===== config.mk =====
export PLATFORM = sky130hd
export DESIGN_NAME = conversor_binario_bcd
export DESIGN_NICKNAME = d
export VERILOG_FILES = /design/src/rtl/conversor_binario_bcd.sv
export SDC_FILE = /design/constraint.sdc
export NUM_CORES = 1
export LEC_CHECK = 0
export ABC_CLOCK_PERIOD_IN_PS = 3600
export CAP_MARGIN = 10
export CORE_AREA = 5 5 116 118
export CTS_CLUSTER_DIAMETER = 120
export DETAILED_ROUTE_END_ITERATION = 12
export DIE_AREA = 0 0 121 123
export HOLD_SLACK_MARGIN = 0.1
export PLACE_DENSITY = 0.58
export SLEW_MARGIN = 25
export SYNTH_ARGS = -nofsm -noshare
export SYNTH_HDL_FRONTEND = slang
export SYNTH_SLANG_ARGS = --single-unit

===== constraint.sdc =====
create_clock -name clk -period 3.6 [get_ports clk]
set_input_delay 0.72 -clock clk [delete_from_list [all_inputs] [get_ports clk]]
set_output_delay 0.72 -clock clk [all_outputs]
set_load 0.1 [all_outputs]

===== src/rtl/conversor_binario_bcd.sv =====
// Sequential binary-to-BCD converter (shift-and-add-3, one input bit per clock).
// Feeds the 6-digit 7-segment decoder; start/done handshake lets the score
// logic request a conversion only when the displayed value changes.
module conversor_binario_bcd #(
    parameter int N_BITS    = 20,
    parameter int N_DIGITOS = 6
) (
    input  logic                   clk,
    input  logic                   rst_n,
    input  logic                   inicio,
    input  logic [N_BITS-1:0]      binario,
    output logic [4*N_DIGITOS-1:0] BCD,
    output logic                   ocupado,
    output logic                   pronto,
    output logic                   estouro
);

    localparam int BCD_W = 4 * N_DIGITOS;
    // One spare digit so the top shifted-out bit of an oversized value is kept.
    localparam int ACC_W = BCD_W + 4;
    localparam int CNT_W = $clog2(N_BITS + 1);

    localparam logic [1:0] OCIOSO  = 2'd0;
    localparam logic [1:0] DESLOCA = 2'd1;
    localparam logic [1:0] FIM     = 2'd2;

    // Largest value representable with N_DIGITOS decimal digits.
    function automatic logic [63:0] limite_decimal(input int digitos);
        logic [63:0] v;
        v = 64'd1;
        for (int i = 0; i < digitos; i++) begin
            v = v * 64'd10;
        end
        return v - 64'd1;
    endfunction

    localparam logic [63:0] LIMITE = limite_decimal(N_DIGITOS);
    localparam logic [BCD_W-1:0] TODOS_NOVE = {N_DIGITOS{4'h9}};

    // Add 3 to every digit that is 5 or more, ahead of the next left shift.
    function automatic logic [ACC_W-1:0] ajusta_digitos(input logic [ACC_W-1:0] a);
        logic [ACC_W-1:0] r;
        r = a;
        for (int i = 0; i < ACC_W / 4; i++) begin
            if (r[4*i +: 4] >= 4'd5) begin
                r[4*i +: 4] = r[4*i +: 4] + 4'd3;
            end
        end
        return r;
    endfunction

    logic [1:0]        r_estado;
    logic [CNT_W-1:0]  r_cont;
    logic [N_BITS-1:0] r_bin;
    logic [ACC_W-1:0]  r_acc;
    logic              r_estouro_cap;

    logic [ACC_W-1:0]  w_acc_aj;
    logic              w_estouro;

    assign w_acc_aj  = ajusta_digitos(r_acc);
    assign w_estouro = ({{(64-N_BITS){1'b0}}, binario} > LIMITE);

    // Control FSM plus shift datapath; BCD output only moves at the FIM edge.
    always_ff @(posedge clk or negedge rst_n) begin
        if (!rst_n) begin
            r_estado      <= OCIOSO;
            r_cont        <= '0;
            r_bin         <= '0;
            r_acc         <= '0;
            r_estouro_cap <= 1'b0;
            BCD           <= '0;
            ocupado       <= 1'b0;
            pronto        <= 1'b0;
            estouro       <= 1'b0;
        end else begin
            pronto <= 1'b0;
            case (r_estado)
                OCIOSO: begin
                    if (inicio) begin
                        r_bin         <= binario;
                        r_acc         <= '0;
                        r_cont        <= '0;
                        r_estouro_cap <= w_estouro;
                        ocupado       <= 1'b1;
                        r_estado      <= DESLOCA;
                    end
                end
                DESLOCA: begin
                    r_acc  <= {w_acc_aj[ACC_W-2:0], r_bin[N_BITS-1]};
                    r_bin  <= {r_bin[N_BITS-2:0], 1'b0};
                    r_cont <= r_cont + 1'b1;
                    if (r_cont == CNT_W'(N_BITS - 1)) begin
                        r_estado <= FIM;
                    end
                end
                FIM: begin
                    BCD      <= r_estouro_cap ? TODOS_NOVE : r_acc[BCD_W-1:0];
                    estouro  <= r_estouro_cap;
                    pronto   <= 1'b1;
                    ocupado  <= 1'b0;
                    r_estado <= OCIOSO;
                end
                default: begin
                    r_estado <= OCIOSO;
                end
            endcase
        end
    end

endmodule


# Word level (Yosys, flattened, before mapping)
# Index checks and enable logic that the tools add are counted.
# classes
add_sub_neg	8
n_lt_le_gt_ge	8
reduce_logical	7
n_eq_ne	5
n_mux	20
# ops
operator	count
one-hot mux 28 bit (2 select lines)	1
one-hot mux 20 bit (2 select lines)	1
greater-or-equal comparator 4 x 3 -> 1 bit (second input constant)	7
two-way mux 28 bit	1
adder 4 x 2 -> 4 bit (second input constant)	6
two-way mux 24 bit	1
two-way mux 4 bit	6
greater-than comparator 20 bit (second input constant)	1
two-way mux 20 bit	1
one-hot mux 5 bit (2 select lines)	1
AND reduction 2 bit	4
adder 5 x 1 -> 5 bit (second input constant)	1
equality test 5 bit (second input constant)	1
two-way mux 5 bit	1
two-way mux 2 bit	2
!= test 2 bit (second input constant)	2
one-hot mux 2 bit (2 select lines)	1
nonzero test 2 bit	2
adder 3 x 2 -> 3 bit (second input constant)	1
two-way mux 3 bit	1
equality test 2 x 1 -> 1 bit (second input constant)	1
equality test 2 bit (second input constant)	1
zero test 2 bit	1
two-way mux 1 bit	2
one-hot mux 1 bit (2 select lines)	1
# totals
in_bits	23
register_bits	83

# Depth between registers and ports, before layout
# Gate-level depths: netlist (run 1).
# logic_depth
depth_word	3
mapped_depth	6
depth_no_buf	5

# Worst setup path after synthesis (run 1)
# OpenSTA, ideal clock, no wires.
# synth_path
path_kind	input to register
start	in binario[11]
end	reg r_estouro_cap
setup_slack_ps	1944
t_required_ps	3472
arrival_time_ps	1528
setup_ps	128
cell_stages	3
cell_sequence	or4_1 > nor3_1 > o41ai_2
# synth_between
elab_chain_cells	1
# synth_rtl
element	line_no	rtl
start: declaration	11	input logic [N_BITS-1:0] binario,
greater-than comparator 20 bit	62	assign w_estouro = ({{(64-N_BITS){1'b0}}, binario} > LIMITE);
end signal: assignment	84	r_estouro_cap <= w_estouro;
end: declaration	56	logic r_estouro_cap;
# Every way passes these cells.
# A chain may end at the register's enable or synchronous reset.

# Worst setup path after layout (run 1)
# layout_path
start	reg BCD[22]
end	out BCD[22]
# layout_rtl
element	line_no	rtl
start: declaration	12	output logic [4*N_DIGITOS-1:0] BCD,
start signal: assignment	98	BCD <= r_estouro_cap ? TODOS_NOVE : r_acc[BCD_W-1:0];
# No word-level cell between the ends.

==> reports/qor.csv, run 1 <==
stage,metric,value,unit
outcome,run_status,completed,
finish,area_delta_synth_final,23.0,%
floorplan,die_y,123,microns
critical_path,required,2880,ps
critical_path,critPathSlowestCell,clkdlybuf4s50_1,
critical_path,crit_fanout,2,
clock_tree,clock-root-buffer,clkbuf_16,
floorplan,start_util,0.313,
critical_path,end_kind,output pin,
clock_tree,cts_resized,0,
placed_design,io_buffers,49,
logic_synthesis,avgSynthCellArea,9.89,sq um
pwr,powerDensity,1010,nW/um^2
logic_synthesis,synth_warnings,0,
floorplan,core_area,12400,sq um
placed_design,hpwlAfterDp,5720,microns
floorplan,fp.dieW,121,microns
finish,nNetsFinal,463,
critical_path,path_buf_inv,1,
clock_tree,cts_buffer_depth,2,
logic_synthesis,synthArstFlopShare,1.00,
clock_tree,cts_tree,yes,
critical_path,start_kind,flop,
finish,drive_above_1_share,0.0556,
drt,num_vias,3022,
global_route,antenna_found_initial,0,
critical_path,cp_num_cells,1,
pwr,p_leak,0.00201,uW
clock_tree,htree_levels,3,
global_route,grt_use_total,0.125,
logic_synthesis,synth_cell_types,38,
clock_tree,clock-sinks,79,
logic_synthesis,synthTopCellsByArea,"dfrtp_1 51%, o21ai_0 5.0%, nand2_1 4.9%, ha_1 4.2%, nor2b_1 3.6%",
critical_path,cpLargestDelayFamily,buffers and inverters,
global_route,grt_max_degree,80,
placed_design,gp_congestion,0.771,
clock_tree,cts_made_buffers,9,
critical_path,worstReg2RegEnd,estouro,
critical_path,crit_chain,clkdlybuf4s50_1,
critical_path,critPathLaunch,BCD[22],
critical_path,r2r_start,r_estado[0],
clock_tree,postCtsSetupRepairBufs,0,
clock_tree,worstSkewPairLatency,330,ps
logic_synthesis,synth_area_leader_cell,dfrtp_1,
logic_synthesis,synth_seq_cells,79,
global_route,first_global_vias,3118,
drt,drt-pass1-iter-count,4,
sta,finalCritPeriodShare,0.713,
logic_synthesis,netlist_instances,391,
floorplan,die_area,14900,sq um
drt,viasPerCell,5.00,
sta,drv_slew,0,
drt,wl,8770,microns
critical_path,ff2ff_path_depth,2,
drt,drtIter0Drc,180,
finish,final_cell_area,4760,sq um
logic_synthesis,synth_edf_count,0,
sta,worstMarginPinSlew,988,ps
sta,tns,0,ps
critical_path,crit_type,flop to output pin,
logic_synthesis,yosys.area.top_type_share,0.511,
global_route,grt_first_pass_wirelength,15200,microns
clock_tree,cts_hold_buffers,0,
logic_synthesis,synth_nets,427,
critical_path,rrSetupSlack,1310,ps
sta,max_freq,390,MHz
clock_tree,path_clk_slew,60,ps
sta,grt_setup_unrepaired,no,
drt,drt.antenna.violating_nets,0,
floorplan,placementRows,41,
logic_synthesis,synthFlopType,dfrtp_1,
drt,drc,0,
sta,fin_skew,6.03,ps
logic_synthesis,ys_seq_area_frac,0.511,
placed_design,dpl_cell_area,4480,sq um
sta,maxSlewHeadroom,0.340,
critical_path,arrival,1850,ps
finish,diodes,0,
logic_synthesis,synth_area,3870,sq um
flow_run,drv_cap,0,
drt,routedWlPerCell,14.5,microns
sta,hold_viol,0,
global_route,grt_overflow_total,0,
hold_path,hold_class,input pin to async pin,
floorplan,pin_count,50,
critical_path,crit_path_end,BCD[22],
sta,setup_viol,0,
critical_path,cpPeakStageDelay,1150,ps
sta,timing.final.crit_period,2570,ps
pwr,ir_drop,0.000307,V
## cell usage in the layout (no fill, tap or decap), types with 2 or more instances in the layout
cell / count
dfrtp_1: 79
nand2_1: 51
clkdlybuf4s50_1: 48
o21ai_0: 39
inv_1: 26
nor2b_1: 21
o31ai_1: 18
a22oi_1: 17
a21oi_1: 15
nor2_1: 13
ha_1: 13
o2111ai_1: 12
clkbuf_16: 9
a32o_1: 6
o21a_1: 6
o311ai_0: 6
o221ai_1: 6
xnor2_1: 5
o32ai_1: 5
buf_4: 4
nand4_1: 3
nor3_1: 2
mux2i_1: 2
o21ai_1: 2
and3b_1: 2
clkinv_2: 2
clkbuf_8: 2
clkbuf_1: 2
## layout make-up
cell class	instances	area, sq um
timing repair buffer	53	522
fill	1252	7600
multi-input combinational	258	1670
inverter	26	97.6
clock inverter	3	17.5
sequential	79	1980
tap	172	215
clock buffer	13	260
## where the power goes
group,total [uW],switching [uW],internal (uW)
sequential,1580,326,1250
clock,840,337,502
combinational,2410,1650,756
## cells in the mapped netlist, types with 2 or more instances
library cell	instances
nand4_1	3
o21ai_1	2
clkbuf_1	14
o32ai_1	5
nand2b_1	2
nor3_1	2
o31ai_1	18
and3b_1	2
o311ai_0	6
mux2i_1	2
a32o_1	6
a21oi_1	15
o221ai_1	6
o21ai_0	39
nor2b_1	22
buf_2	11
nand2_1	51
o2111ai_1	12
dfrtp_1	79
clkbuf_2	2
o21a_1	6
xnor2_1	5
ha_1	13
a22oi_1	17
inv_1	26
nor2_1	13
## worst min-delay path by stage
| stage | cells after the start | slack (ps) | end | start |
|---|---|---|---|---|
| after floorplan | 0 | 420 | BCD[0] | rst_n |
| after global placement | 2 | 460 | r_bin[19] | r_bin[19] |
| after detailed placement | 2 | 470 | BCD[12] | BCD[12] |
| after CTS | 2 | 480 | BCD[12] | BCD[12] |
| after global routing | 1 | 500 | r_acc[10] | rst_n |
| final | 1 | 400 | BCD[9] | rst_n |
## stage by stage
step	total power [uW]	std cells	setup WS (ps)	hold WS, ps	utilization
5_1_grt	5170	604	998	497	0.385
6_report	4830	604	1030	399	0.385
4_1_cts	4880	604	1010	482	0.385
3_3_place_gp	3960	588	1270	461	0.362
3_5_place_dp	4020	588	1240	469	0.362
2_1_floorplan	3430	391	1940	424	-
## metal layers
metal / share of wire / vias up / GRT usage / routed length, microns
met3: 0.043 / 7 / 0.0366 / 375
met2: 0.46 / 61 / 0.200 / 4010
met4: 0.011 / 0 / 0.0411 / 93
met5: 0 / - / 0 / 0
li1: - / 1493 / - / -
met1: 0.49 / 1461 / 0.164 / 4280
## state kept, by name, summed over array words and instances (netlist names)
signal         cells
BCD               24
estouro            1
ocupado            1
pronto             1
r_acc             24
r_bin             20
r_cont             5
r_estado           2
r_estouro_cap      1
## cell families (layout without fill, tap and decap cells)
| family | Yosys count | after routing | share of synthesized area |
|---|---|---|---|
| buf+inv | 54 | 95 | 0.0585 |
| fa+ha+maj | 13 | 13 | 0.0420 |
| simple gates | 99 | 99 | 0.121 |
| flops | 79 | 79 | 0.511 |
| xor+xnor | 5 | 5 | 0.0113 |
| mux | 3 | 3 | 0.00809 |
| compound gates | 138 | 138 | 0.248 |
No activity file was read; power rests on OpenSTA's default activity.
==> inputs of run 2 (changes only) <==
Settings changed: ABC_CLOCK_PERIOD_IN_PS 3600 to 2600.
Clock period 3.6 ns to 2.6 ns, I/O delays scaled along.
==> reports/qor.csv, run 2 (same netlist as run 1, synthesis figures left out) <==
stage,metric,value,unit,change
outcome,run_status,completed,,
sta,drv_slew,0,,unchanged
floorplan,core_area,12400,sq um,unchanged
finish,final_common_cell,dfrtp_1,,
placed_design,gp_congestion,0.771,,about the same
clock_tree,cts_made_buffers,9,,unchanged
critical_path,crit_chain,clkdlybuf4s50_1 > buf_4 > or3b_1 > o41ai_2,,
critical_path,crit_type,input pin to flop,,
clock_tree,worstSkewPairLatency,340,ps,about the same
clock_tree,cts_hold_buffers,0,,unchanged
critical_path,required,2840,ps,-40 ps
drt,routedWlPerCell,14.7,microns,+1.3%
finish,mostFrequentLayoutCells,"79 x dfrtp_1, 51 x nand2_1, 39 x o21ai_0",,
global_route,grt_use_total,0.129,,+0.00391
placed_design,hpwlAfterDp,6040,microns,+5.6%
drt,drt-pass1-iter-count,4,,unchanged
drt,wl,8980,microns,+2.5%
critical_path,critPathSlowestCell,clkdlybuf4s50_1,,
global_route,antenna_found_initial,0,,unchanged
drt,drtIter0Drc,195,,+8.3%
finish,fillers,1249,,-0.24%
critical_path,ff2ff_path_depth,4,,+2
clock_tree,path_clk_slew,60,ps,about the same
sta,grt_setup_unrepaired,no,,
sta,max_freq,527,MHz,
floorplan,start_util,0.313,,unchanged
clock_tree,cts_tree,yes,,
sta,finalCritPeriodShare,0.730,,
critical_path,end_kind,flop,,
pwr,p_total,6720,uW,+39%
flow_run,drv_cap,0,,unchanged
finish,area_delta_synth_final,23.2,%,
placed_design,pre_cts_ws,313,ps,-923 ps
placed_design,dpl_cell_area,4480,sq um,about the same
pwr,p_leak,0.00209,uW,+3.9%
floorplan,die_area,14900,sq um,unchanged
clock_tree,cts_buffer_depth,2,,unchanged
placed_design,io_buffers,49,,unchanged
hold_path,hold_class,input pin to async pin,,
sta,tns,0,ps,unchanged
finish,nNetsFinal,470,,+1.5%
sta,maxSlewHeadroom,0.371,,+0.0312
floorplan,die_y,123,microns,unchanged
floorplan,placementRows,41,,unchanged
floorplan,pin_count,50,,unchanged
sta,fin_skew,6.88,ps,+0.853 ps
sta,hold_viol,0,,unchanged
clock_tree,clock-sinks,79,,unchanged
finish,final_cell_area,4770,sq um,+0.13%
finish,drive_above_1_share,0.137,,+0.0811
global_route,grt_overflow_total,0,,unchanged
sta,layout_setup_ws,703,ps,-331 ps
critical_path,start_kind,input pin,,
critical_path,crit_fanout,19,,+17
critical_path,arrival,2130,ps,+280 ps
pwr,ir_drop,0.000429,V,+40%
sta,timing.final.crit_period,1900,ps,
clock_tree,postCtsSetupRepairBufs,0,,unchanged
floorplan,fp.dieW,121,microns,unchanged
drt,viasPerCell,5.10,,+2.0%
finish,reg.largest.list,"BCD x24, r_acc x24, r_bin x20",,
drt,drc,0,,unchanged
finish,diodes,0,,unchanged
global_route,first_global_vias,3100,,-0.58%
sta,setup_viol,0,,unchanged
critical_path,cpPeakStageDelay,500,ps,-650 ps
sta,worstMarginPinSlew,944,ps,-43.7 ps
drt,num_vias,3119,,+3.2%
pwr,powerDensity,1410,nW/um^2,+39%
clock_tree,cts_resized,0,,unchanged
global_route,grt_max_degree,46,,-43%
global_route,grt_first_pass_wirelength,15400,microns,+1.5%
drt,drt.antenna.violating_nets,0,,unchanged
clock_tree,htree_levels,3,,unchanged
clock_tree,clock-root-buffer,clkbuf_16,,
[run 2: cell types whose count changed in the layout (fill, tap and decap cells not counted), sizes merged]
cell / change
clkinv: +1
clkbuf: -1
clkdlybuf4s50: -27
buf: +34
[run 2: cell type report]
cell class / count / area (sq um) / area share
clock buffers: 12 / 256 / 0.0538
inverters: 26 / 97.6 / 0.0205
well taps: 172 / 215 / 0.0452
multi-input cells: 258 / 1670 / 0.351
repair buffers: 60 / 515 / 0.108
flip-flops and latches: 79 / 1980 / 0.415
clock inverters: 4 / 30.0 / 0.00630
[run 2: metal layers]
metal	routed length [microns]	track usage	vias to the layer above
li1	-	-	1505
met1	4280	0.172	1522
met3	524	0.0453	7
met5	0	0	-
met4	98	0.0418	0
met2	4080	0.198	85
[run 2: report_power, final]
group,internal (uW),switching [uW]
logic,1030,2340
clock network,700,496
registers,1730,419
total,3470,3250
[run 2: through the flow]
stage,cells,utilization,hold WS (ps)
global placement,595,0.362,463
finish,611,0.385,129
floorplan,391,-,224
detailed placement,595,0.362,469
global route,611,0.385,158
CTS,611,0.385,153
[run 2: path summary, 6_finish.rpt]
check / slack [ps] / start / endpoint
worst min register to register: 480 / r_cont[4] / r_cont[4]
min in group clk: 480 / r_cont[4] / r_cont[4]
max in group asynchronous: 1850 / rst_n / r_bin[17]
worst min-delay path: 130 / rst_n / pronto
worst max-delay path: 700 / inicio / r_estouro_cap
worst max register to register: 790 / r_estado[0] / r_acc[15]
[run 2: worst max-delay path, delay by kind of cell]
family	cells	cell delay, ps
AND/OR/NAND/NOR	1	500
AO/OA/AOI/OAI	1	370
buffers and inverters	2	740
